File: src/rtl/pipelined_carry_adder_pkg.sv
// Shared defaults and elaboration-time helpers for pipelined_carry_adder.
// The optional subtract mode in the top is enabled by defining PIPE_ADD_SUB_EN.
package pipe_add_pkg;

    localparam int DEF_WIDTH  = 16;
    localparam int DEF_STAGES = 4;

    function automatic int chunk_width(input int width, input int stages);
        return width / stages;
    endfunction

    function automatic bit params_legal(input int width, input int stages);
        return (stages >= 1) && (stages <= width) && ((width % stages) == 0);
    endfunction

endpackage

File: src/rtl/pipelined_carry_adder_chunk.sv
// Combinational W-bit adder slice with carry-in and carry-out; one instance per
// pipeline stage of pipelined_carry_adder.
module carry_chunk_adder #(
    parameter int W = 4
) (
    input  logic [W-1:0] i_a,
    input  logic [W-1:0] i_b,
    input  logic         i_cin,
    output logic [W-1:0] o_sum,
    output logic         o_cout
);

    assign {o_cout, o_sum} = {1'b0, i_a} + {1'b0, i_b} + {{W{1'b0}}, i_cin};

endmodule

File: src/rtl/pipelined_carry_adder.sv
// WIDTH-bit adder split into STAGES registered chunk adds with valid/ready streaming.
// Define PIPE_ADD_SUB_EN to add the `sub` port (A - B via inverted B and carry-in).
module pipelined_carry_adder
    import pipe_add_pkg::*;
#(
    parameter int WIDTH  = DEF_WIDTH,
    parameter int STAGES = DEF_STAGES
) (
    input  logic             clk,
    input  logic             rst,
    input  logic             in_valid,
    output logic             in_ready,
    input  logic [WIDTH-1:0] A,
    input  logic [WIDTH-1:0] B,
`ifdef PIPE_ADD_SUB_EN
    input  logic             sub,
`endif
    input  logic             c_i,
    output logic             out_valid,
    input  logic             out_ready,
    output logic [WIDTH-1:0] S,
    output logic             c_o
);

    localparam int CHUNK = chunk_width(WIDTH, STAGES);

    if (!params_legal(WIDTH, STAGES)) begin : g_param_check
        $error("pipelined_carry_adder: need 1 <= STAGES <= WIDTH and WIDTH a multiple of STAGES");
    end

    logic             w_en;
    logic             w_sub;
    logic             w_cin0;
    logic [WIDTH-1:0] w_b0;

`ifdef PIPE_ADD_SUB_EN
    assign w_sub = sub;
`else
    assign w_sub = 1'b0;
`endif

    // Subtraction folds into stage 0 only; the inverted upper B chunks ride the skew registers.
    assign w_b0     = B ^ {WIDTH{w_sub}};
    assign w_cin0   = c_i ^ w_sub;
    assign w_en     = !out_valid || out_ready;
    assign in_ready = w_en;

    for (genvar k = 0; k < STAGES; k++) begin : g_stage
        localparam int W_IN = WIDTH - k * CHUNK;
        localparam int W_LO = (k + 1) * CHUNK;

        logic [W_IN-1:0]  w_a_in;
        logic [W_IN-1:0]  w_b_in;
        logic             w_vin;
        logic             w_cin;
        logic             w_cout;
        logic [CHUNK-1:0] w_sum;
        logic [W_LO-1:0]  w_lo_nxt;
        logic [W_LO-1:0]  r_sum;
        logic             r_valid;
        logic             r_carry;

        if (k == 0) begin : g_head
            assign w_a_in   = A;
            assign w_b_in   = w_b0;
            assign w_cin    = w_cin0;
            assign w_vin    = in_valid;
            assign w_lo_nxt = w_sum;
        end else begin : g_body
            assign w_a_in   = g_stage[k-1].g_fwd.r_a;
            assign w_b_in   = g_stage[k-1].g_fwd.r_b;
            assign w_cin    = g_stage[k-1].r_carry;
            assign w_vin    = g_stage[k-1].r_valid;
            assign w_lo_nxt = {w_sum, g_stage[k-1].r_sum};
        end

        carry_chunk_adder #(
            .W (CHUNK)
        ) u_chunk (
            .i_a    (w_a_in[CHUNK-1:0]),
            .i_b    (w_b_in[CHUNK-1:0]),
            .i_cin  (w_cin),
            .o_sum  (w_sum),
            .o_cout (w_cout)
        );

        always_ff @(posedge clk) begin
            if (rst) begin
                r_valid <= 1'b0;
                r_carry <= 1'b0;
                r_sum   <= '0;
            end else if (w_en) begin
                r_valid <= w_vin;
                r_carry <= w_cout;
                r_sum   <= w_lo_nxt;
            end
        end

        // Operand chunks not yet added are skewed forward; the last stage has none left.
        if (k < STAGES - 1) begin : g_fwd
            logic [W_IN-CHUNK-1:0] r_a;
            logic [W_IN-CHUNK-1:0] r_b;

            always_ff @(posedge clk) begin
                if (rst) begin
                    r_a <= '0;
                    r_b <= '0;
                end else if (w_en) begin
                    r_a <= w_a_in[W_IN-1:CHUNK];
                    r_b <= w_b_in[W_IN-1:CHUNK];
                end
            end
        end
    end

    assign S         = g_stage[STAGES-1].r_sum;
    assign c_o       = g_stage[STAGES-1].r_carry;
    assign out_valid = g_stage[STAGES-1].r_valid;

endmodule
File: config.mk
export PLATFORM = sky130hd
export DESIGN_NAME = pipelined_carry_adder
export DESIGN_NICKNAME = d
export VERILOG_FILES = /design/src/rtl/pipelined_carry_adder_pkg.sv /design/src/rtl/pipelined_carry_adder_chunk.sv /design/src/rtl/pipelined_carry_adder.sv
export SDC_FILE = /design/constraint.sdc
export NUM_CORES = 1
export LEC_CHECK = 0
export CORE_MARGIN = 2
export CORE_UTILIZATION = 62
export DETAILED_ROUTE_END_ITERATION = 8
export DONT_BUFFER_PORTS = 1
export GPL_ROUTABILITY_DRIVEN = 0
export GPL_TIMING_DRIVEN = 0
export PLACE_DENSITY = 0.78
export SYNTH_ARGS = -nofsm -noshare
export SYNTH_HDL_FRONTEND = slang
export SYNTH_SLANG_ARGS = --single-unit
export TNS_END_PERCENT = 30
File: constraint.sdc
create_clock -name clk -period 2.3 [get_ports clk]
set_input_delay 0.345 -clock clk [delete_from_list [all_inputs] [get_ports clk]]
set_output_delay 0.345 -clock clk [all_outputs]
set_load 0.01 [all_outputs]
Word level (Yosys, flattened, before mapping)
Index checks and enable logic that the tools add are counted.
Widths: inputs -> output; s select.
{ "totals": {"regBits": 96, "out_inout_bits": 19, "word_cells": 28} }
{ "op_classes": {"add_sub_neg": 8, "n_reduce_logical": 2} }
{ "op_table": {"columns": ["operator", "n"], "rows": [
  ["$add 4x4->5", 4],
  ["$add 5x1->5", 4],
  ["$logic_not 1->1", 1],
  ["$logic_or 1x1->1", 1]
]} }

Depth between registers and ports, before layout
Gate-level depths: netlist (run 1).
{ "logic_depth": {"ltp_word": 2, "ltp_mapped": 7, "mapped_depth_nobuf": 6} }

Hierarchy
Synthesis (run 1) repeated with hierarchy kept, for this count alone.
{ "unflattened": {"hier_cells": 434, "area_unflattened_um2": 4544.4} }
{ "modules_own_cells": {"columns": ["mod", "instances", "cells_per_inst", "area_per_inst_um2", "seq_area_each_um2"], "rows": [
  ["pipelined_carry_adder", 1, 370, 3968.8, 1921.8],
  ["carry_chunk_adder", 4, 16, 143.9, 0.0]
]} }

Worst setup path after synthesis (run 1)
Ideal clock, no wire load.
{ "synth_path": {"kind": "register -> register", "from": "register g_stage[0].r_carry", "to": "register g_stage[1].r_carry", "setup_time_ps": 122, "t_arrival_ps": 1588, "required_time_ps": 2178, "setup_slack_ps": 590, "path_stages_with_launch": 6, "n_path_buf": 0, "cell_sequence": "dfxtp_1 -> fa_1 -> fa_1 -> a21o_1 -> a211oi_1 -> nor3_1"} }
{ "synth_via": {"elab_chain_len": 1} }
{ "synth_lines": {"columns": ["element", "line", "source"], "rows": [
  ["start, declared", "pipelined_carry_adder.sv:61", "logic r_carry;"],
  ["start signal, assigned", "pipelined_carry_adder.sv:94", "r_carry <= w_cout;"],
  ["$add 5x1->5", "pipelined_carry_adder_chunk.sv:13", "assign {o_cout, o_sum} = {1'b0, i_a} + {1'b0, i_b} + {{W{1'b0}}, i_cin};"],
  ["end signal, assigned", "pipelined_carry_adder.sv:94", null],
  ["end, declared", "pipelined_carry_adder.sv:61", null]
]} }
No other way between the ends.
A chain may end at the register's enable or synchronous reset.

Worst setup path after layout (run 1)
Ends and elaborated chain as after synthesis.

==> flow_summary.ini, run 1 <==
[yosys]
synth_cell_type_count = 30
yosysMostFrequentCell = nand2_1
netlist.area_leader.share_pct = 47.44
synth_common_cells = nand2_1, dfxtp_1, a21oi_1
syn-instance-count = 469
synth_area_um2 = 4051
synth_edf_count = 0
ys_ff_latch = 96
synth-main-ff-cell = dfxtp_1
yosys_warnings = 0
yosys.area.top_type = dfxtp_1
synthTopCellsByArea = dfxtp_1, nand2_1, a21oi_1
async_flop_share_pct = 0
synth_seq_area_share_pct = 47.44
synthesis.nets = 526
synth_area_per_cell_um2 = 8.638

[floorplanning]
die_x_um = 84.84
core_um2 = 6350
dieArea_um2 = 7197
initial_core_util_pct = 63.80
ioPinCount = 56
die_h_um = 84.84
num_rows = 29

[route]
remaining_drc_errors = 0
ant_nets = 0
drt_iter0_markers = 151
vias_per_cell = 5.440
vias = 3057
drtPass1Iterations = 4
wl_mm = 8.387
wire_per_inst_um = 14.92

[worst_setup_path]
r2r_end = g_stage[1].r_carry$_SDFFE_PP0P_
reg2regPathDepth = 5
arrival_ns = 2.19
required_ns = 2.56
r2r-start = g_stage[0].r_carry$_SDFFE_PP0P_
worstPathMaxFanout = 2
endpoint_kind = register
crit_start = g_stage[0].r_carry$_SDFFE_PP0P_
path_class = register to register
start_kind = register
critPathCapture = g_stage[1].r_carry$_SDFFE_PP0P_
r2r_slack_ns = 0.37

[cells_and_area]
antenna_cells = 0
nets = 537
drive_above_1_share_pct = 13.81
area_delta_synth_final_pct = 7.103
stdcell_area_um2 = 4339

[hold_path]
hold_class = input port to register
whs_path_depth = 2

[timing]
max-slew-margin-rel_pct = 65.81
rsz0062_at_grt = no
hold_viol = 0
setup_violations = 0
clock.fmax_mhz = 518.8
fin_crit_ns = 1.928
finalClockSkew_ns = 0.006467
tightest_slew_ns = 0.5129
fin_crit_sh_pct = 83.81
maxSlewViolCount = 0
tns_ns = 0

[grt]
antenna_found_initial = 0
grt_overflow_total = 0
grt_usage_pct = 24.52
grt_max_degree = 17
grt_pass1_vias = 2944
grt_pass1_wl_mm = 13.85

[power_and_ir_drop]
cellLeakagePower_nw = 1.717
ir_drop_uv = 508.7
power.density_nw_per_um2 = 722.4
finalPower_mw = 3.135

[run]
drv_cap = 0

[placed_design]
dpl.hpwl_mm = 6.239
placed_area_um2 = 4148
port_buffers = 0

[clocking]
cts-root-buf = clkbuf_8
worstSkewPairLatency_ns = 0.37
cts_tree = built
ctsHtreeMaxLevel = 3
postCtsHoldBufs = 0
post_cts_buffers = 0
cts.sinks = 96
cts_buffers = 9
cts_buffer_depth = 2
cts.clk_slew.worst_paths_ns = 0.09
cts-resized-gates = 0

[status]
status = complete, no violations
[logic make-up after synthesis]
family | share of synthesized area (%)
and+or+nand+nor | 20.07
AOI/OAI and AO/OA | 16.49
DFF | 47.44
buffers and inverters | 7.474
adders and majority gates | 7.659
xor gates and xnor gates | 0.8646
[flip-flops by register name, indices dropped and copies added (netlist names)]
| name | cells |
|---|---|
| S | 16 |
| c_o | 1 |
| g_stage.g_fwd.r_a | 24 |
| g_stage.g_fwd.r_b | 24 |
| g_stage.r_carry | 3 |
| g_stage.r_sum | 24 |
| g_stage.r_valid | 3 |
| out_valid | 1 |
[per-layer routing]
| layer | global-route usage [%] | wire [um] |
|---|---|---|
| met5 | 0 | 0 |
| met2 | 42.23 | 4105 |
| met1 | 31.28 | 3793 |
| met3 | 4.086 | 354 |
| met4 | 8.658 | 134 |
[metrics by stage]
stage | setup WS (ns) | hold slack, ns | util (%) | instances
finish | 0.3724 | 0.09814 | 68.34 | 562
detailed placement | 0.4749 | 0.4432 | 65.32 | 546
CTS | 0.3610 | 0.1025 | 68.34 | 562
global placement | 0.4815 | 0.4380 | 65.32 | 546
floorplan | 0.5901 | 0.4319 | - | 469
global route | 0.3009 | 0.09946 | 68.34 | 562
[final cells by class]
type	instances	area, um2
plain buffers	32	252.7
clock inverters	5	40.04
clock buffers	11	151.4
flip-flops and latches	96	1922
well taps	77	96.34
inverters	12	50.05
fillers	541	2011
multi-input cells	329	1827
[critical path, stage by stage, from the launching register on]
cell and delay (ns):
dfxtp_1 0.34, fa_1 0.47, fa_1 0.42, a21o_1 0.18, a211oi_1 0.31, nor3_1 0.08
[cells in the final DEF (no fill, tap or decap)]
cell        n
o211ai_2    1
buf_2      12
nand2_1   155
fa_1        8
xnor2_1     4
buf_12      1
nor2b_1     3
o211ai_1    3
buf_4       2
a2111o_1    4
a21o_1      4
nand2b_1    3
inv_6       2
buf_6      11
a21oi_2    10
clkbuf_1    5
nand2_2    10
ha_1       12
dfxtp_1    96
or3_1       3
clkinv_4    3
clkinv_2    1
clkbuf_8   11
o21ai_0     3
nor2_1     13
inv_1      11
a221oi_2    1
a21oi_1    76
nand3b_1    6
a211oi_1    8
buf_8       1
nor2b_4     1
nor3_1      1
[how the worst min path moves through the flow]
| stage | to | from | slack [ns] |
|---|---|---|---|
| floorplan | g_stage[2].g_fwd.r_a[0]$_SDFFE_PP0P_ | g_stage[2].g_fwd.r_a[0]$_SDFFE_PP0P_ | 0.43 |
| global placement | g_stage[0].g_fwd.r_b[11]$_SDFFE_PP0P_ | g_stage[0].g_fwd.r_b[11]$_SDFFE_PP0P_ | 0.44 |
| detailed placement | g_stage[0].g_fwd.r_a[7]$_SDFFE_PP0P_ | g_stage[0].g_fwd.r_a[7]$_SDFFE_PP0P_ | 0.44 |
| CTS | g_stage[0].g_fwd.r_b[11]$_SDFFE_PP0P_ | B[15] | 0.10 |
| global route | g_stage[0].r_valid$_SDFFE_PP0P_ | in_valid | 0.1 |
| finish | g_stage[0].r_valid$_SDFFE_PP0P_ | in_valid | 0.1 |
[power breakdown]
group	internal [mW]	switching [mW]	total [mW]
Combinational	0.113	0.145	0.258
Sequential	1.75	0.0665	1.82
Clock	0.460	0.597	1.06
Total	2.33	0.808	3.13
Note: power is estimated with default switching activity, not from simulation.
==> run 2: changes to the inputs <==
clock period = 1.8 ns   (was 2.3 ns; I/O delays follow)
==> run 2 against run 1 <==
Compared with the run above: utilization grew 0.30 points; worst setup slack lost 0.31 ns; sequential power rose by 28%; clock power rose by 27%; critical path type unchanged; critical endpoint unchanged.
==> flow_summary.ini, run 2 (same netlist as run 1, synthesis figures left out) <==
[hold_path]
whs_endpoint = g_stage[0].r_valid$_SDFFE_PP0P_
hold_class = input port to register
whs_path_depth = 2
min_from = in_valid

[worst_setup_path]
r2r_slack_ns = 0.06
critical-path-slowest-cell = fa_2
endpoint_kind = register
r2r-start = g_stage[0].g_fwd.r_b[0]$_SDFFE_PP0P_
slowest_delay_ns = 0.41
path_class = register to register
arrival_ns = 1.99
path_cells = fa_2, fa_2, a21o_1, a211oi_2, nor3_1
required_ns = 2.05
start_kind = register
reg2regPathDepth = 5
worstPathMaxFanout = 2
r2r_end = g_stage[1].r_carry$_SDFFE_PP0P_
critPathMostFrequentCell = fa_2

[floorplanning]
num_rows = 29
die_x_um = 84.84
ioPinCount = 56
die_h_um = 84.84
dieArea_um2 = 7197
core_um2 = 6350
initial_core_util_pct = 63.80

[cells_and_area]
antenna_cells = 0
nets = 537
n_fill_cell = 544
largest_registers = g_stage.g_fwd.r_a x24, g_stage.g_fwd.r_b x24, g_stage.r_sum x24
fin_cells = 562
final_common_cell = nand2_1
drive_above_1_share_pct = 15.26
area_delta_synth_final_pct = 7.566
final_cell_mix = nand2_1, dfxtp_1, a21oi_1

[timing]
rsz0062_at_grt = no
hold_viol = 0
fin_crit_sh_pct = 96.63
fin_crit_ns = 1.739
hold_ws_ns = 0.03152
maxSlewViolCount = 0
setup_ws_ns = 0.06072
tightest_slew_ns = 0.5333
setup_violations = 0
clock.fmax_mhz = 575.0
finalClockSkew_ns = 0.008387
max-slew-margin-rel_pct = 64.45

[route]
vias_per_cell = 5.461
wire_per_inst_um = 14.96
wl_met1_mm = 3.775
wl_met3_um = 343
vias = 3069
drtPass1Iterations = 4
remaining_drc_errors = 0
wl_mm = 8.407
drt_iter0_markers = 154
wl_met2_mm = 4.155
top_layer_used = met4
ant_nets = 0

[grt]
grt_pass1_vias = 2959
antenna_found_initial = 0
grt_overflow_total = 0
grt_max_degree = 17
grt_pass1_wl_mm = 13.94
grt_usage_pct = 24.69

[placed_design]
pre_cts_slack_ns = -0.02508
placedCellCount = 546
port_buffers = 0
dpl.hpwl_mm = 6.239

[power_and_ir_drop]
cellLeakagePower_nw = 1.717
pwr-share-clk_pct = 33.6
power.density_nw_per_um2 = 919.1
p_int_mw = 2.975
p_seq_share_pct = 58.1
power_frac_comb_pct = 8.3
power.switching_mw = 1.030
ir_drop_uv = 657.1
switching_share_pct = 25.72

[status]
status = complete, no violations

[run]
drv_cap = 0

[clocking]
cts.sinks = 96
cts_tree = built
ctsHtreeMaxLevel = 3
cts.clk_slew.worst_paths_ns = 0.09
cts_buffers = 9
worstSkewPairLatency_ns = 0.37
cts_buffer_depth = 2
cts-root-buf = clkbuf_8
post_cts_buffers = 0
run 2: critical path: cells and delay by family (launching register included):
family                     cells  cell delay (ns)
DFF                            1             0.34
and+or+nand+nor                1             0.08
adders and majority gates      2             0.77
AOI/OAI and AO/OA              2             0.44
run 2: cell type report:
class                      instances  area, um2  share of cell area [%]
buffer                            32      252.7                   5.800
tap                               77      96.34                   2.211
sequential                        96       1923                   44.13
clock buffer                      11      151.4                   3.474
multi-input combinational        329       1844                   42.32
inverter                          12      50.05                   1.148
clock inverter                     5      40.04                  0.9187
run 2: how the worst max path moves through the flow:
stage | from | to | slack, ns | depth (start not counted)
final | g_stage[0].g_fwd.r_b[0]$_SDFFE_PP0P_ | g_stage[1].r_carry$_SDFFE_PP0P_ | 0.06 | 5
after floorplan | g_stage[0].r_carry$_SDFFE_PP0P_ | g_stage[1].r_carry$_SDFFE_PP0P_ | 0.09 | 5
after global routing | g_stage[0].g_fwd.r_b[0]$_SDFFE_PP0P_ | g_stage[1].r_carry$_SDFFE_PP0P_ | 0.005 | 5
after CTS | g_stage[2].r_carry$_SDFFE_PP0P_ | c_o$_SDFFE_PP0P_ | 0.05 | 6
after detailed placement | g_stage[0].r_carry$_SDFFE_PP0P_ | g_stage[1].r_carry$_SDFFE_PP0P_ | -0.03 | 5
after global placement | g_stage[0].r_carry$_SDFFE_PP0P_ | g_stage[1].r_carry$_SDFFE_PP0P_ | -0.02 | 5
run 2: timing repair:
item | CTS | global route
pin swaps | 0 | 3
setup endpoints to repair | 1 | 2
gates resized for setup | 3 | 4
hold buffers | 0 | 0
run 2: per-layer routing:
layer  vias to the layer above  global-route usage [%]
li1                       1561                       -
met1                      1425                   31.22
met2                        70                   42.88
met3                        13                   4.086
met4                         0                   8.658
met5                         -                       0
run 2: power groups by stage:
stage / logic, mW / clock network (mW) / registers [mW]
4_1_cts: 0.333 / 1.36 / 2.33
2_1_floorplan: 0.260 / 0 / 2.35
3_5_place_dp: 0.327 / 0 / 2.37
3_3_place_gp: 0.314 / 0 / 2.37
5_1_grt: 0.376 / 1.45 / 2.34
6_report: 0.334 / 1.35 / 2.33
run 2: metrics by stage:
stage | TNS, ns | area [um2] | power [mW] | util [%]
2_1_floorplan | 0 | 4051 | 2.607 | -
3_5_place_dp | -0.02508 | 4148 | 2.702 | 65.32
3_3_place_gp | -0.01853 | 4148 | 2.684 | 65.32
5_1_grt | 0 | 4358 | 4.168 | 68.63
6_report | 0 | 4358 | 4.006 | 68.63
4_1_cts | 0 | 4349 | 4.014 | 68.49
